<file path="src/rtl/key_conditioner_if.sv">
// Push-button bundle between the raw key pins and the key conditioner.
//   key_n     : raw buttons, active-low, asynchronous to the conditioner clock
//   key_pulse : one-cycle pulse per accepted press (plus repeats when enabled)
//   key_level : debounced level, 1 = pressed
//   key_long  : one-cycle pulse when a press has been held long enough
// master drives the raw keys and consumes the conditioned outputs;
// slave is the conditioner side.
interface key_conditioner_if #(
  parameter int NUM_KEYS = 3
);
  logic [NUM_KEYS-1:0] key_n;
  logic [NUM_KEYS-1:0] key_pulse;
  logic [NUM_KEYS-1:0] key_level;
  logic [NUM_KEYS-1:0] key_long;

  modport master (
    output key_n,
    input  key_pulse,
    input  key_level,
    input  key_long
  );

  modport slave (
    input  key_n,
    output key_pulse,
    output key_level,
    output key_long
  );
endinterface

</file>
<file path="src/rtl/key_conditioner.sv">
// Key conditioner for the recorder/player push-buttons (record / play / stop).
// Per key: 2-flop synchronizer, counter debounce, one-cycle press pulse and
// a one-cycle long-press pulse. Outputs feed the control FSM directly.
//
// Ports:
//   i_clk    : clock, all logic on posedge
//   i_rst_n  : synchronous reset, active-low
//   keys     : key_conditioner_if.slave (key_n in; key_pulse/key_level/key_long out)
//
// Optional feature: define KEY_AUTO_REPEAT_EN to emit repeat press pulses every
// REPEAT_CYCLES while a long press is held. Without it S_LONG is silent.
//
// state        | meaning
// S_RELEASED   | key up, waiting for a press (only once a release has been seen)
// S_PRESS_DB   | press seen, counting stable pressed cycles
// S_PRESSED    | press accepted, counting hold time toward long press
// S_LONG       | long press reported, holding
// S_RELEASE_DB | release seen, counting stable released cycles
module key_conditioner #(
  parameter int NUM_KEYS        = 3,
  parameter int DEBOUNCE_CYCLES = 65536,
  parameter int LONG_CYCLES     = 1048576,
  parameter int REPEAT_CYCLES   = 262144
) (
  input logic          i_clk,
  input logic          i_rst_n,
  key_conditioner_if.slave keys
);

  localparam int DB_W   = $clog2(DEBOUNCE_CYCLES);
  localparam int HOLD_W = $clog2(LONG_CYCLES + 1);
  localparam logic [DB_W-1:0]   DB_LAST   = DB_W'(DEBOUNCE_CYCLES - 1);
  localparam logic [HOLD_W-1:0] HOLD_LAST = HOLD_W'(LONG_CYCLES - 1);
`ifdef KEY_AUTO_REPEAT_EN
  localparam int REP_W = (REPEAT_CYCLES > 2) ? $clog2(REPEAT_CYCLES) : 1;
  localparam logic [REP_W-1:0] REP_LAST = REP_W'(REPEAT_CYCLES - 1);
`else
  // REPEAT_CYCLES has no effect in this build.
  if (REPEAT_CYCLES < 0) begin : g_repeat_unused
  end
`endif

  typedef enum logic [2:0] {
    S_RELEASED,
    S_PRESS_DB,
    S_PRESSED,
    S_LONG,
    S_RELEASE_DB
  } state_t;

  logic [NUM_KEYS-1:0] sync1;
  logic [NUM_KEYS-1:0] sync2;
  // sync_vld[1] marks that sync2 carries a real sample rather than the reset
  // value; until then a "released" reading must not arm the keys.
  logic [1:0]          sync_vld;

  always_ff @(posedge i_clk) begin
    if (!i_rst_n) begin
      sync1    <= '1;
      sync2    <= '1;
      sync_vld <= '0;
    end else begin
      sync1    <= keys.key_n;
      sync2    <= sync1;
      sync_vld <= {sync_vld[0], 1'b1};
    end
  end

  for (genvar g = 0; g < NUM_KEYS; g++) begin : g_key
    state_t            state;
    logic [DB_W-1:0]   db_cnt;
    logic [HOLD_W-1:0] hold_cnt;
    logic              long_flag;
    logic              armed;
    logic              pulse;
    logic              level;
    logic              long_pulse;
    logic              k;
`ifdef KEY_AUTO_REPEAT_EN
    logic [REP_W-1:0]  rep_cnt;
`endif

    assign k = ~sync2[g];

    always_ff @(posedge i_clk) begin
      if (!i_rst_n) begin
        state      <= S_RELEASED;
        db_cnt     <= '0;
        hold_cnt   <= '0;
        long_flag  <= 1'b0;
        armed      <= 1'b0;
        pulse      <= 1'b0;
        level      <= 1'b0;
        long_pulse <= 1'b0;
`ifdef KEY_AUTO_REPEAT_EN
        rep_cnt    <= '0;
`endif
      end else begin
        pulse      <= 1'b0;
        long_pulse <= 1'b0;
        // A key held through reset stays ignored until it is seen released.
        if (!k && sync_vld[1]) armed <= 1'b1;

        case (state)
          S_RELEASED: begin
            if (k && armed) begin
              state  <= S_PRESS_DB;
              db_cnt <= DB_W'(1);
            end
          end
          S_PRESS_DB: begin
            if (!k) begin
              state  <= S_RELEASED;
              db_cnt <= '0;
            end else if (db_cnt == DB_LAST) begin
              state     <= S_PRESSED;
              level     <= 1'b1;
              pulse     <= 1'b1;
              hold_cnt  <= '0;
              long_flag <= 1'b0;
              db_cnt    <= '0;
            end else begin
              db_cnt <= db_cnt + 1'b1;
            end
          end
          S_PRESSED: begin
            if (!k) begin
              state  <= S_RELEASE_DB;
              db_cnt <= DB_W'(1);
            end else if (hold_cnt == HOLD_LAST) begin
              state      <= S_LONG;
              long_pulse <= 1'b1;
              long_flag  <= 1'b1;
`ifdef KEY_AUTO_REPEAT_EN
              rep_cnt    <= '0;
`endif
            end else begin
              hold_cnt <= hold_cnt + 1'b1;
            end
          end
          S_LONG: begin
            if (!k) begin
              state  <= S_RELEASE_DB;
              db_cnt <= DB_W'(1);
            end else begin
`ifdef KEY_AUTO_REPEAT_EN
              if (rep_cnt == REP_LAST) begin
                pulse   <= 1'b1;
                rep_cnt <= '0;
              end else begin
                rep_cnt <= rep_cnt + 1'b1;
              end
`endif
            end
          end
          S_RELEASE_DB: begin
            if (k) begin
              // Release bounce: resume where we were, counters untouched.
              state  <= long_flag ? S_LONG : S_PRESSED;
              db_cnt <= '0;
            end else if (db_cnt == DB_LAST) begin
              state  <= S_RELEASED;
              level  <= 1'b0;
              db_cnt <= '0;
            end else begin
              db_cnt <= db_cnt + 1'b1;
            end
          end
          default: state <= S_RELEASED;
        endcase
      end
    end

    assign keys.key_pulse[g] = pulse;
    assign keys.key_level[g] = level;
    assign keys.key_long[g]  = long_pulse;
  end

endmodule

</file>
<file path="src/flat_wrapper.sv">
// flat-port wrapper written by rule: the top's interface ports become plain ports
module key_conditioner_flat 
#(
  parameter int NUM_KEYS        = 3,
  parameter int DEBOUNCE_CYCLES = 65536,
  parameter int LONG_CYCLES     = 1048576,
  parameter int REPEAT_CYCLES   = 262144
)
  (i_clk, i_rst_n, keys_key_n, keys_key_pulse, keys_key_level, keys_key_long);
  key_conditioner_if #(.NUM_KEYS(NUM_KEYS)) keys_i ();
  input logic i_clk;
  input logic i_rst_n;
  input wire logic [$bits(keys_i.key_n)-1:0] keys_key_n;
  output wire logic [$bits(keys_i.key_pulse)-1:0] keys_key_pulse;
  output wire logic [$bits(keys_i.key_level)-1:0] keys_key_level;
  output wire logic [$bits(keys_i.key_long)-1:0] keys_key_long;
  assign keys_i.key_n = keys_key_n;
  assign keys_key_pulse = keys_i.key_pulse;
  assign keys_key_level = keys_i.key_level;
  assign keys_key_long = keys_i.key_long;
  key_conditioner #(.NUM_KEYS(NUM_KEYS), .DEBOUNCE_CYCLES(DEBOUNCE_CYCLES), .LONG_CYCLES(LONG_CYCLES), .REPEAT_CYCLES(REPEAT_CYCLES)) u_core (.i_clk(i_clk), .i_rst_n(i_rst_n), .keys(keys_i));
endmodule
</file>
<file path="config.mk">
export PLATFORM = sky130hd
export DESIGN_NAME = key_conditioner_flat
export DESIGN_NICKNAME = d
export VERILOG_FILES = /design/src/rtl/key_conditioner_if.sv /design/src/rtl/key_conditioner.sv /design/src/flat_wrapper.sv
export SDC_FILE = /design/constraint.sdc
export NUM_CORES = 1
export LEC_CHECK = 0
export ABC_AREA = 1
export CAP_MARGIN = 30
export CORE_ASPECT_RATIO = 0.5
export CORE_UTILIZATION = 48
export DETAILED_ROUTE_END_ITERATION = 12
export HOLD_SLACK_MARGIN = 0.1
export PLACE_DENSITY = 0.6
export SETUP_SLACK_MARGIN = 0.2
export SYNTH_ARGS = -nofsm -noshare
export SYNTH_HDL_FRONTEND = slang
export SYNTH_SLANG_ARGS = --single-unit
</file>
<file path="constraint.sdc">
create_clock -name i_clk -period 2.5 [get_ports i_clk]
set_clock_uncertainty 0.05 [all_clocks]
set_input_delay 0.5 -clock i_clk [delete_from_list [all_inputs] [get_ports i_clk]]
set_output_delay 0.5 -clock i_clk [all_outputs]
set_load 0.02 [all_outputs]
</file>
==> results.md <==
Outcome:
- The flow ran to the end, and the final reports show no timing, DRC or antenna violations.

Finish:
- The share of final-layout standard cells stronger than drive strength 1 is 7.19%.
- The number of antenna diodes in the final layout is 0.
- For this run, the share of the core covered by cells in the final layout is 55.9%.
- The net total in the final layout is 1348.
- The area added between synthesis and finish is 12.3%.

Placement:
- Routability-driven placement finished with a final weighted congestion of 0.902.
- Detailed placement finished with a half-perimeter wire length of 14100 um.
- In this run the tool buffered the top-level ports with 13 buffer cells.
- Timing analysis after detailed placement gives a worst setup slack of 299 ps.

Hold path:
- For hold timing, the worst endpoint is u_core.sync2[2].
- The worst min-delay path category is flip-flop to flip-flop.
- Along the worst hold path, the cell count comes to 1.
- The worst hold path begins at u_core.sync1[2].

Floorplanning:
- The area of the core is 16600 sq um.
- The floorplan has 33 rows.
- The die area is 17800 sq um.
- Pin placement for this block handled 14 I/O pins.
- The initial core utilization is 49.8%.
- From left edge to right edge, the die measures 188 um.
- In this run the vertical extent of the chip is 94.9 um.

Logic synthesis:
- The area share of the leading cell type in the synthesized netlist is 34.5%.
- The synthesized netlist cell count is 1319.
- The mean instance size in the synthesized netlist is 6.29 sq um.
- Synthesis instantiated 47 different standard cells from the library.
- Counting flops and latches in the post-synthesis netlist gives 143.
- The synthesized netlist occupies a cell area of 8290 sq um.
- Ranked by total cell area, the synthesized netlist is headed by dfxtp_1, nand2_1, nor2_1.
- For this run, the register share of the synthesized area comes to 34.5%.
- The largest total area in the synthesized netlist belongs to dfxtp_1.
- The Yosys step of the flow raised 0 warnings.
- The number of nets in the synthesized netlist is 1330.

Power and ir drop:
- For this design the ratio of total power to cell area is 743 nW/um^2.
- The worst-case IR drop observed on VDD is 0.000521 V.
- The analysis attributes to cell leakage a power of 3.36 nW.
- The total power consumption of the routed design is 6.92 mW.

Critical path:
- The maximum fanout encountered on the critical timing path is 7.
- The type of destination of the critical path is a flip-flop.
- The worst setup path category is flip-flop to flip-flop.
- For flop-to-flop paths, the worst setup slack is 330 ps.
- The count of cells along the worst register-to-register path is 10.
- Data on the critical path is required at its endpoint by 2770 ps.
- The data arrival time of the critical path is 2440 ps.
- In this run the critical register-to-register path is launched from u_core.g_key[1].hold_cnt[0].
- The endpoint of the most critical register-to-register path is u_core.g_key[1].state[1].
- The largest single stage delay on the critical path is 440 ps.
- The worst setup path is launched from a flip-flop.
- The largest individual stage delay along the critical path comes from the cell dfxtp_1.
- The signal on the critical path passes through ha_2 > inv_1 > nor2_1 > nand2_1 > nor2_2 > nand3_1 > nand3_1 > nand2_1 > o21ai_0 > inv_1.

Clock tree:
- The master cell of the clock root buffer is clkbuf_16.
- Hold repair after CTS inserted 0 buffers.
- The clock passes through at most 2 buffers.
- TritonCTS built the clock tree.
- Buffers inserted during clock tree synthesis total 17.
- The clock sink count is 143.
- The CTS clock-pin slew for the worst setup and hold paths is 60 ps.
- The insertion delay to the later sink of the worst-skew pair is 430 ps.
- The H-tree depth is 4.

GRT:
- The number of antenna violations at the first check in global routing is 0.
- The remaining global-route overflow is 0.
- In the global route stage, overall resource usage came out at 22.9%.
- The first-pass GRT wire length is 33400 um.
- The via count of the first global-routing pass is 7141.
- The pin count of the biggest net entering global routing is 40.

Routing:
- The sum of routed wire length over all layers is 19700 um.
- For this run, design rule violations remaining after detail routing come to 0.
- The detailed router's first-iteration violation count is 608.
- Once detail routing completed, the nets flagged for antenna violations numbered 0.
- In the final routed layout, each cell accounts on average for 12.5 um.
- The final route contains 8061 vias.
- Using the TritonRoute via totals, the vias-per-cell ratio works out to 5.11.
- The detailed-routing iteration count for the pre-antenna-repair pass is 5.

STA:
- Setup repair after global routing could not meet its margin everywhere.
- The period utilization is 86.7%.
- The highest clock frequency the design can meet is 461 MHz.
- The smallest setup slack after layout is 331 ps.
- The final critical path time including I/O delays and setup is 2170 ps.
- Headroom to the max-slew limit came out at 61.6%.
- Setup violations remaining at the end of the flow were counted as 0.
- After routing, the total negative slack on setup checks comes to 0 ps.
- The minimum hold slack is 365 ps.
- For the pin with the worst max-slew slack, the measured transition is 571 ps.
- The number of hold-slack violations in the final timing report was 0.
- The final count of pins violating max slew is 0.

Flow run:
- The number of max-cap violations is 0.
where the power goes:
| part | internal, mW | switching [mW] |
|---|---|---|
| clock | 1.60 | 1.06 |
| combinational | 0.529 | 1.22 |
| sequential | 2.39 | 0.119 |
kinds of logic (layout without fill, tap and decap cells):
family,count (synthesis),count (layout),share of synthesized area (%)
adder cells (fa/ha/maj),6,6,0.905
AO/OA/AOI/OAI,148,148,9.82
flip-flops,143,143,34.5
AND/OR/NAND/NOR,808,808,41.6
buffers and inverters,176,207,9.08
XOR/XNOR,38,38,4.01
per-layer routing:
layer	vias to the layer above	part of all wire [%]	routed length [um]	GRT usage (%)
met5	-	0	0	0
met4	0	0.87	172	5.56
met3	19	4.2	827	4.72
met2	154	42	8340	36.1
met1	3638	53	10300	31.9
li1	4250	-	-	-
per-stage QoR:
step	cell area (sq um)	std cells
finish	9310	1577
floorplan	8290	1319
global route	9310	1577
detailed placement	8630	1540
global placement	8630	1540
CTS	9240	1572
cells in the final DEF, fill, tap and decap left out, types with 2 or more instances in the layout:
cell type,netlist,layout
o31ai_1,3,3
o22ai_1,2,2
nor2_1,246,245
ha_1,6,4
a21oi_1,80,80
xor2_1,32,32
xnor2_1,6,6
a31oi_1,4,4
o21bai_1,8,7
dfxtp_1,143,143
nand2_8,0,2
a211oi_1,3,3
clkinvlp_4,0,6
nand2_1,368,368
nor3_1,31,31
clkinv_2,0,3
nor2_4,6,6
o21ai_0,36,36
bufinv_16,0,3
clkbuf_16,0,17
buf_4,11,20
o211ai_1,4,4
ha_2,0,2
clkinv_4,0,2
inv_1,132,130
or2_2,6,6
nor2_2,2,3
nand4_1,21,21
clkdlybuf4s50_1,0,13
nand2_4,4,2
nor3b_1,5,5
o21ai_1,2,2
nand2_2,6,6
nand3_1,105,105
inv_2,7,7
buf_12,1,2
area by class of cell:
cell class              instances  area [sq um]
inverters                     140           531
fillers                      1655          7330
multi-input cells            1000          4700
clock buffers                  19           443
clock inverters                13           164
flip-flops and latches        143          2860
well taps                     227           284
repair buffers                 35           320
cell usage after synthesis, drive strengths merged:
cell type and count:
nand2 378, nor2 255, dfxtp 143, inv 139
nand3 105, a21oi 81, o21ai 39, nor3 33
xor2 32, nand4 23, buf 22, clkbuf 14
o21bai 8, ha 6, or2 6, xnor2 6
nor3b 5, a31oi 4, o211ai 4, a211oi 3
o31ai 3, o22ai 2, a21o 1, a41oi 1
and2 1, and3 1, clkinv 1, nor4 1
o211a 1, o21a 1
sequential cells by signal, indices dropped and copies added (netlist names):
name	count
u_core.g_key.db_cnt	48
u_core.g_key.pulse	3
u_core.g_key.state	9
u_core.g_key.armed	3
u_core.sync2	3
u_core.g_key.long_pulse	3
u_core.sync1	3
u_core.g_key.long_flag	3
u_core.g_key.hold_cnt	63
u_core.sync_vld	2
u_core.g_key.level	3
worst max-delay path, delay by kind of cell, from the launching register on:
| family | cells | cell delay [ps] |
|---|---|---|
| simple gates | 6 | 1040 |
| buf+inv | 2 | 100 |
| fa+ha+maj | 1 | 290 |
| flops | 1 | 440 |
| compound gates | 1 | 140 |
what timing repair did:
| action | 4_1_cts | 5_1_grt |
|---|---|---|
| endpoints found under the setup margin | 0 | 50 |
| resized for setup | 0 | 8 |
| buffers inserted | 0 | 5 |
worst max-delay path by stage:
stage                                startpoint                           end  slack (ps)  cells past startpoint
global route        u_core.g_key[1].hold_cnt[0]   u_core.g_key[1].hold_cnt[9]         150                     10
detailed placement  u_core.g_key[1].hold_cnt[0]  u_core.g_key[1].hold_cnt[11]         300                     10
CTS                   u_core.g_key[1].db_cnt[0]   u_core.g_key[1].hold_cnt[2]         270                     11
global placement    u_core.g_key[0].hold_cnt[1]      u_core.g_key[0].state[1]         340                     10
floorplan           u_core.g_key[0].hold_cnt[0]  u_core.g_key[0].hold_cnt[19]         590                     11
finish              u_core.g_key[1].hold_cnt[0]      u_core.g_key[1].state[1]         330                     10
Power figures use the tool's default switching activity.
